===== src/rtl/fc_layer_param.sv =====
`default_nettype none
// +--------------------------------------------------------------------------+
// | Module   : fc_layer_param                                                |
// | Brief    : Fully-connected layer y = act(W.x) with P parallel MAC lanes,  |
// |            run-time weight stream and valid/ready x / y streams.         |
// | Revision : 1.0 - initial release                                         |
// +--------------------------------------------------------------------------+
module fc_layer_param #(
    parameter int M     = 8,
    parameter int N     = 8,
    parameter int P     = 2,
    parameter int WIDTH = 16,
    parameter int RELU  = 1
) (
    input  logic             clk,
    input  logic             reset,
    input  logic [WIDTH-1:0] s_data_in_w,
    input  logic             s_valid_w,
    output logic             s_ready_w,
    input  logic [WIDTH-1:0] s_data_in_x,
    input  logic             s_valid_x,
    output logic             s_ready_x,
    output logic [WIDTH-1:0] m_data_out_y,
    output logic             m_valid_y,
    input  logic             m_ready_y
);

    localparam int c_RW     = (M > 1) ? $clog2(M) : 1;
    localparam int c_CW     = (N > 1) ? $clog2(N) : 1;
    localparam int c_JW     = $clog2(N + 1);
    localparam int c_GW     = ((M / P) > 1) ? $clog2(M / P) : 1;
    localparam int c_PW     = (P > 1) ? $clog2(P) : 1;
    localparam int c_PROD_W = 2 * WIDTH;
    localparam int c_ACC_W  = 2 * WIDTH + $clog2(N);

    localparam logic signed [c_ACC_W-1:0] c_MAX =
        {{(c_ACC_W - WIDTH + 1){1'b0}}, {(WIDTH - 1){1'b1}}};
    localparam logic signed [c_ACC_W-1:0] c_MIN =
        {{(c_ACC_W - WIDTH + 1){1'b1}}, {(WIDTH - 1){1'b0}}};

    localparam logic [1:0] c_ST_LOAD_W  = 2'd0;
    localparam logic [1:0] c_ST_LOAD_X  = 2'd1;
    localparam logic [1:0] c_ST_COMPUTE = 2'd2;
    localparam logic [1:0] c_ST_OUTPUT  = 2'd3;

    logic [1:0]        r_state;
    logic [1:0]        w_state_nxt;
    logic [c_RW-1:0]   r_wrow;
    logic [c_CW-1:0]   r_wcol;
    logic [c_CW-1:0]   r_xi;
    logic [c_JW-1:0]   r_cnt;
    logic [c_GW-1:0]   r_grp;
    logic [c_PW-1:0]   r_oi;

    logic [WIDTH-1:0]            r_wmem [M][N];
    logic [WIDTH-1:0]            r_xmem [N];
    logic [WIDTH-1:0]            r_x_rd;
    logic [WIDTH-1:0]            r_w_rd [P];
    logic signed [c_ACC_W-1:0]   r_acc  [P];
    logic signed [c_PROD_W-1:0]  w_prod [P];
    logic [c_RW-1:0]             w_rd_row [P];
    logic [c_CW-1:0]             w_rd_col;

    logic w_w_fire;
    logic w_x_fire;
    logic w_y_fire;
    logic w_w_last;
    logic w_x_last;
    logic w_mac_done;
    logic w_o_last;
    logic w_g_last;

    function automatic logic [WIDTH-1:0] f_act_sat(input logic signed [c_ACC_W-1:0] acc);
        logic [WIDTH-1:0] res;
        res = acc[WIDTH-1:0];
        if ((RELU != 0) && acc[c_ACC_W-1]) begin
            res = '0;
        end else if (acc > c_MAX) begin
            res = c_MAX[WIDTH-1:0];
        end else if (acc < c_MIN) begin
            res = c_MIN[WIDTH-1:0];
        end
        return res;
    endfunction

    // Handshake outputs are masked while reset is held so they read 0 immediately.
    assign s_ready_w    = reset && (r_state == c_ST_LOAD_W);
    assign s_ready_x    = reset && (r_state == c_ST_LOAD_X);
    assign m_valid_y    = reset && (r_state == c_ST_OUTPUT);
    assign m_data_out_y = m_valid_y ? f_act_sat(r_acc[r_oi]) : '0;

    assign w_w_fire   = s_valid_w && s_ready_w;
    assign w_x_fire   = s_valid_x && s_ready_x;
    assign w_y_fire   = m_valid_y && m_ready_y;
    assign w_w_last   = (r_wrow == c_RW'(M - 1)) && (r_wcol == c_CW'(N - 1));
    assign w_x_last   = (r_xi == c_CW'(N - 1));
    assign w_mac_done = (r_cnt == c_JW'(N));
    assign w_o_last   = (r_oi == c_PW'(P - 1));
    assign w_g_last   = (r_grp == c_GW'((M / P) - 1));

    always_ff @(posedge clk) begin
        if (!reset) begin
            r_state <= c_ST_LOAD_W;
        end else begin
            r_state <= w_state_nxt;
        end
    end

    always_comb begin
        w_state_nxt = r_state;
        case (r_state)
            c_ST_LOAD_W:  if (w_w_fire && w_w_last) w_state_nxt = c_ST_LOAD_X;
            c_ST_LOAD_X:  if (w_x_fire && w_x_last) w_state_nxt = c_ST_COMPUTE;
            c_ST_COMPUTE: if (w_mac_done)           w_state_nxt = c_ST_OUTPUT;
            c_ST_OUTPUT: begin
                if (w_y_fire && w_o_last) begin
                    w_state_nxt = w_g_last ? c_ST_LOAD_X : c_ST_COMPUTE;
                end
            end
            default:      w_state_nxt = c_ST_LOAD_W;
        endcase
    end

    always_ff @(posedge clk) begin
        if (!reset) begin
            r_wrow <= '0;
            r_wcol <= '0;
            r_xi   <= '0;
            r_cnt  <= '0;
            r_grp  <= '0;
            r_oi   <= '0;
        end else begin
            if (w_w_fire) begin
                if (r_wcol == c_CW'(N - 1)) begin
                    r_wcol <= '0;
                    r_wrow <= r_wrow + 1'b1;
                end else begin
                    r_wcol <= r_wcol + 1'b1;
                end
            end
            if (w_x_fire) begin
                r_xi <= w_x_last ? '0 : r_xi + 1'b1;
            end
            if (r_state == c_ST_COMPUTE) begin
                r_cnt <= w_mac_done ? '0 : r_cnt + 1'b1;
            end
            if (w_y_fire) begin
                r_oi <= w_o_last ? '0 : r_oi + 1'b1;
                if (w_o_last) begin
                    r_grp <= w_g_last ? '0 : r_grp + 1'b1;
                end
            end
        end
    end

    always_ff @(posedge clk) begin
        if (w_w_fire) begin
            r_wmem[r_wrow][r_wcol] <= s_data_in_w;
        end
        if (w_x_fire) begin
            r_xmem[r_xi] <= s_data_in_x;
        end
    end

    assign w_rd_col = r_cnt[c_CW-1:0];

    genvar k;
    generate
        for (k = 0; k < P; k++) begin : g_lane
            assign w_rd_row[k] = c_RW'(int'(r_grp) * P + k);
            assign w_prod[k]   = c_PROD_W'($signed(r_w_rd[k])) * c_PROD_W'($signed(r_x_rd));
        end
    endgenerate

    // Cycle 0 of COMPUTE only issues the first read and clears the sums;
    // cycles 1..N each add the product of the operands read one cycle earlier.
    always_ff @(posedge clk) begin
        if (r_state == c_ST_COMPUTE) begin
            r_x_rd <= r_xmem[w_rd_col];
            for (int l = 0; l < P; l++) begin
                r_w_rd[l] <= r_wmem[w_rd_row[l]][w_rd_col];
                if (r_cnt == '0) begin
                    r_acc[l] <= '0;
                end else begin
                    r_acc[l] <= r_acc[l] + c_ACC_W'(w_prod[l]);
                end
            end
        end
    end

endmodule
`default_nettype wire


===== config.mk =====
export PLATFORM = sky130hd
export DESIGN_NAME = fc_layer_param
export DESIGN_NICKNAME = d
export VERILOG_FILES = /design/src/rtl/fc_layer_param.sv
export SDC_FILE = /design/constraint.sdc
export NUM_CORES = 2
export LEC_CHECK = 0
export BUFFER_PORTS_ARGS = -buffer_cell sky130_fd_sc_hd__buf_2
export CAP_MARGIN = 20
export CORE_ASPECT_RATIO = 1.75
export CORE_MARGIN = 3
export CORE_UTILIZATION = 40
export CTS_CLUSTER_DIAMETER = 120
export DETAILED_ROUTE_END_ITERATION = 10
export HOLD_SLACK_MARGIN = 0.1
export PLACE_DENSITY_LB_ADDON = 0.15
export REMOVE_ABC_BUFFERS = 1
export SLEW_MARGIN = 20
export SYNTH_ARGS = -nofsm -noshare
export SYNTH_HDL_FRONTEND = slang
export SYNTH_SLANG_ARGS = --single-unit

===== constraint.sdc =====
create_clock -name clk -period 6.55 [get_ports clk]
set_input_delay 0.655 -clock clk [delete_from_list [all_inputs] [get_ports clk]]
set_output_delay 0.655 -clock clk [all_outputs]
set_load 0.01 [all_outputs]

# Word level (Yosys, flattened, before mapping)
# Memories as Yosys holds them, arrays and structs flattened. A register that Yosys moved wholly into a read port is not among the register bits.
# Index checks and enable logic that the tools add are counted.
# op_classes
multipliers	2
n_addsub	9
n_mux	41
bitwise	4
eq_ne	12
reduce_logical	16
n_lt_le_gt_ge	5
# ops
operator	n
16-bit 2-to-1 mux	9
128-bit 2-to-1 mux	1
16-bit binary-select mux with 3-bit select	2
35-bit by 32-bit adder with 35-bit output	2
35-bit 2-to-1 mux	2
16-bit by 16-bit multiplier with 32-bit output	2
16-bit demux with 3-bit select	1
35-bit by 16-bit > comparator with 1-bit output, second input constant	1
35-bit by 16-bit less-than comparator with 1-bit output, second input constant	1
1-bit 2-to-1 mux	14
3-bit by 1-bit adder with 3-bit output, second input constant	4
2-bit 2-to-1 mux	6
3-bit 2-to-1 mux	4
1-bit logical AND	11
3-bit == test, second input constant	3
4-bit greater-or-equal comparator, second input constant	2
3-bit NOT with 4-bit output	2
2-bit one-hot mux with 4 select lines	1
2-bit == test, second input constant	3
2-bit by 1-bit inequality test with 1-bit output, second input constant	3
4-bit by 1-bit adder with 4-bit output, second input constant	1
4-bit == test, second input constant	1
4-bit logical NOT	1
4-bit by 1-bit less-than comparator with 1-bit output, second input constant	1
9 further kinds	11
# word_totals
input_bits	37
ramBits	1254
word_cells	100
output_inout_bits	19
mem_count	4
ff_bits	18
# mem_list
name	words	word_bits	read_ports	rd_ports_with_merged_regs	wr	line	rtl
r_wmem	8	128	2	1	1	55	logic [WIDTH-1:0] r_wmem [M][N];
r_xmem	8	16	1	1	1	56	logic [WIDTH-1:0] r_xmem [N];
r_acc	2	35	3	1	2	59	logic signed [c_ACC_W-1:0] r_acc [P];
r_w_rd	2	16	2	0	2	58	logic [WIDTH-1:0] r_w_rd [P];

# Depth between registers and ports, before layout
# logic_depth
depth_word	6
depth_mapped	24
depth_no_buf	23

# Least setup slack after synthesis
# OpenSTA, ideal clock, no wires.
# synth_timing
path_type	register to register
from	memory r_w_rd[0][15]
to	memory r_acc[0][29] (netlist bit) (data pin)
setup_time_ns	0.135
t_required_ns	6.415
stages_incl_launch_ff	21
setup_slack_ns	0.356
synth_period_minus_slack_ns	6.194
n_path_buf	1
arrival_ns	6.059
cell_sequence	edfxtp_1 -> clkbuf_1 -> nand2_1 -> inv_1 -> fa_1 -> inv_1 -> fa_1 -> inv_1 -> fa_1 -> fa_1 -> fa_1 -> fa_1 -> ha_1 -> a21oi_1 -> o21bai_1 -> a211o_1 -> o2bb2ai_1 -> a211o_2 -> a21oi_2 -> or4_1 -> nand3_1
# synth_rtl
element	line
start, declared	58
end, declared	59

==> metrics.cfg <==
[outcome]
status = complete, no violations

[critical_path]
cpPeakStageDelay_ns = 0.67
crit_fanout = 9
cp_top_family = adder cells
r2r_cells = 23
critPathKind = register to register
critPathBufInv = 7
reg2reg_to = r_acc[1][34]
crit_path_start_kind = register
worstPathArrival_ns = 6.80
endpoint_kind = register
slowest_stage = fa_2
worstPathCellList = buf_4 > nand2_1 > inv_1 > fa_2 > inv_1 > fa_1 > fa_1 > inv_1 > fa_1 > fa_1 > inv_1 > fa_1 > inv_1 > ha_1 > a21oi_1 > o21ai_0 > a21oi_1 > nor2_1 > a311oi_2 > buf_4 > o21ai_1 > xnor2_1 > nor2_1
timing.rr.start = r_x_rd[1]
cp.required_ns = 7.02
rrSetupSlack_ns = 0.22

[synthesis]
yosys_warnings = 0
yosysSeqAreaShare_pct = 53.4
synth_top_area_share_pct = 52.9
synthDistinctLibCells = 69
syn_inst = 4620
ys_ff_latch = 1291
synth_enable_flop_cells = 1270
avgSynthCellArea_um2 = 15.6
synth-main-ff-cell = edfxtp_1
synthArstFlopShare_pct = 0
yosys.area.top_type = edfxtp_1
syn-cell-area_um2 = 72100
netlist_top_cells_area = edfxtp_1, fa_1, mux4_2

[layout]
final_util_pct = 45.3
nets = 5696
layout-drive-gt1-share_pct = 19.3
syn_to_final_growth_pct = 12.3

[job]
maxCapViolations = 0

[floorplanning]
core_um2 = 179000
fp-row-count = 205
die_w_um = 327
ios = 56
die-area_um2 = 186000
die_h_um = 568
start_util_pct = 40.4

[routing]
dr.pass1.iters = 5
ant_nets = 0
routed_wl_um = 187000
drc = 0
drtIter0Drc = 2157
dr_total_vias = 37900
viasPerCell = 5.19
avgRoutedWirePerCell_um = 25.6

[sta]
worst_slew_pin_slew_ns = 1.09
fin_crit_sh_pct = 96.7
fin_ws_ns = 0.219
hold_violations = 0
post-route-min-period_ns = 6.33
slew_headroom_pct = 27.5
drv_slew = 0
skew_ns = 0.0790
setup_viol = 0
max_clock_freq_mhz = 158

[global_routing]
grt_max_degree = 73
antenna_found_initial = 15
grt_pass1_vias = 42600
grt_pass1_wl_um = 279000
overflow = 0
grt_usage_pct = 20.6

[cts]
cts_tree = done
cts_max_level = 3
clockRootBuffer = clkbuf_16
cts_made_buffers = 116
clkSinkCount = 1291
clkTransAtPathRegs_ns = 0.07
clkLatencyLatePin_ns = 0.76
cts_max_path_buffers = 3

[place]
port_buffers = 54
dp_worst_setup_slack_ns = -0.244
gp_congestion = 0.825
dp_hpwl_um = 130000

[min_path]
min_path_type = input port to register
hp-start = s_data_in_x[12]
hold_end = r_xmem[5][12]
worstHoldPathCells = 1

[power_and_ir_drop]
power_frac_seq_pct = 54.6
power.total_mw = 16.6
p_sw_share_pct = 20.2
clockPowerShare_pct = 44.3
switchingPower_mw = 3.35
vdd_drop_max_uv = 277
power.share.combinational_pct = 1.1
p_int_mw = 13.2
powerDensity_nw_per_um2 = 205
p_leak_nw = 30.4

## cell usage in the layout (no fill, tap or decap), types with 22 or more instances in the layout
cell	count
buf_12	23
clkinv_2	27
clkbuf_16	116
fa_1	619
nor2_2	44
and2_1	251
a21o_1	33
mux4_2	352
nand3_1	23
inv_1	730
o21ai_0	24
nand2_1	291
a21oi_1	59
nand2b_1	24
a211oi_1	23
buf_2	47
mux2_2	49
nor2_1	122
clkinv_1	22
buf_4	194
xnor2_1	34
nor3_1	30
ha_1	217
bufinv_16	22
edfxtp_1	1270
## layout make-up
class	count	area, µm²
clock buffers	128	2950
inverters	733	2760
multi-input cells	2403	30300
repair buffers	276	2280
clock inverters	92	1180
well taps	2380	2980
diodes	10	25.0
fillers	15800	97700
flip-flops and latches	1291	38600
## how the worst max path moves through the flow
stage | startpoint | end | slack, ns | depth (start not counted)
after floorplan | r_grp[0] | r_w_rd[0][16] | -0.44 | 3
after global placement | r_w_rd[0][23] | r_acc[1][33] | -0.18 | 22
after detailed placement | r_w_rd[0][24] | r_acc[1][31] | -0.24 | 21
after CTS | r_w_rd[0][15] | r_acc[0][33] | 0.02 | 19
after global routing | r_w_rd[0][15] | r_acc[0][33] | -0.02 | 19
final | r_x_rd[1] | r_acc[1][34] | 0.22 | 23
## timing repair
action / CTS / global route
pin swaps: 1 / 6
endpoints found under the hold margin: 79 / 0
setup endpoints to repair: 8 / 18
gates resized for setup: 2 / 18
buffers inserted: 1 / 15
hold buffers: 10 / 0
cloned: 0 / 0
## cell families (layout without fill, tap and decap cells)
kind of cell / after synthesis / count (layout) / share of synthesized area, %
flops: 1291 / 1291 / 53.4
mux: 422 / 422 / 12.0
buf+inv: 926 / 1229 / 4.94
simple gates: 864 / 864 / 5.84
other cells: 1 / 11 / 0.00520
compound gates: 223 / 223 / 2.07
fa+ha+maj: 838 / 838 / 21.0
xor+xnor: 55 / 55 / 0.668
## registers in the layout, summed over array words and instances, names as in the netlist, named ones only
name / flops
r_state: 2
r_acc: 70
r_oi: 1
r_w_rd: 32
r_grp: 2
r_cnt: 4
r_xmem: 128
r_wcol: 3
r_x_rd: 16
r_wrow: 3
r_xi: 3
r_wmem: 1024
## per-stage QoR
stage               hold slack [ns]  cell area (µm²)  setup TNS, ns  std cells
floorplan                     0.444            71300         -13.31       4427
global placement              0.463            76500         -0.425       7057
detailed placement            0.468            76500         -0.614       7057
CTS                           0.104            80800              0       7288
global route                  0.153            81000        -0.0347       7305
finish                        0.176            81000              0       7313
## routing by layer
layer	track usage, %	part of all wire, %
met2	41.1	58
met1	21.8	34
met3	1.75	3.0
met5	0	0
met4	8.65	4.8
## Yosys cell counts (all sizes together), types with 23 or more instances
| cell type | count |
|---|---|
| edfxtp | 1270 |
| inv | 733 |
| fa | 620 |
| mux4 | 352 |
| nand2 | 293 |
| and2 | 253 |
| ha | 218 |
| nor2 | 172 |
| clkbuf | 137 |
| a21oi | 65 |
| buf | 56 |
| mux2 | 49 |
| nor3 | 35 |
| xnor2 | 34 |
| a21o | 33 |
| o21ai | 33 |
| a211oi | 26 |
| nand2b | 24 |
| nand3 | 23 |
## power by group through the flow
| stage | Combinational [mW] | Sequential (mW) | Clock (mW) |
|---|---|---|---|
| 2_1_floorplan | 0.0238 | 9.24 | 0 |
| 3_3_place_gp | 0.178 | 9.24 | 0 |
| 3_5_place_dp | 0.186 | 9.24 | 0 |
| 4_1_cts | 0.194 | 9.06 | 7.54 |
| 5_1_grt | 0.205 | 9.05 | 7.82 |
| 6_report | 0.189 | 9.06 | 7.34 |
(Power assumes the default switching activity.)
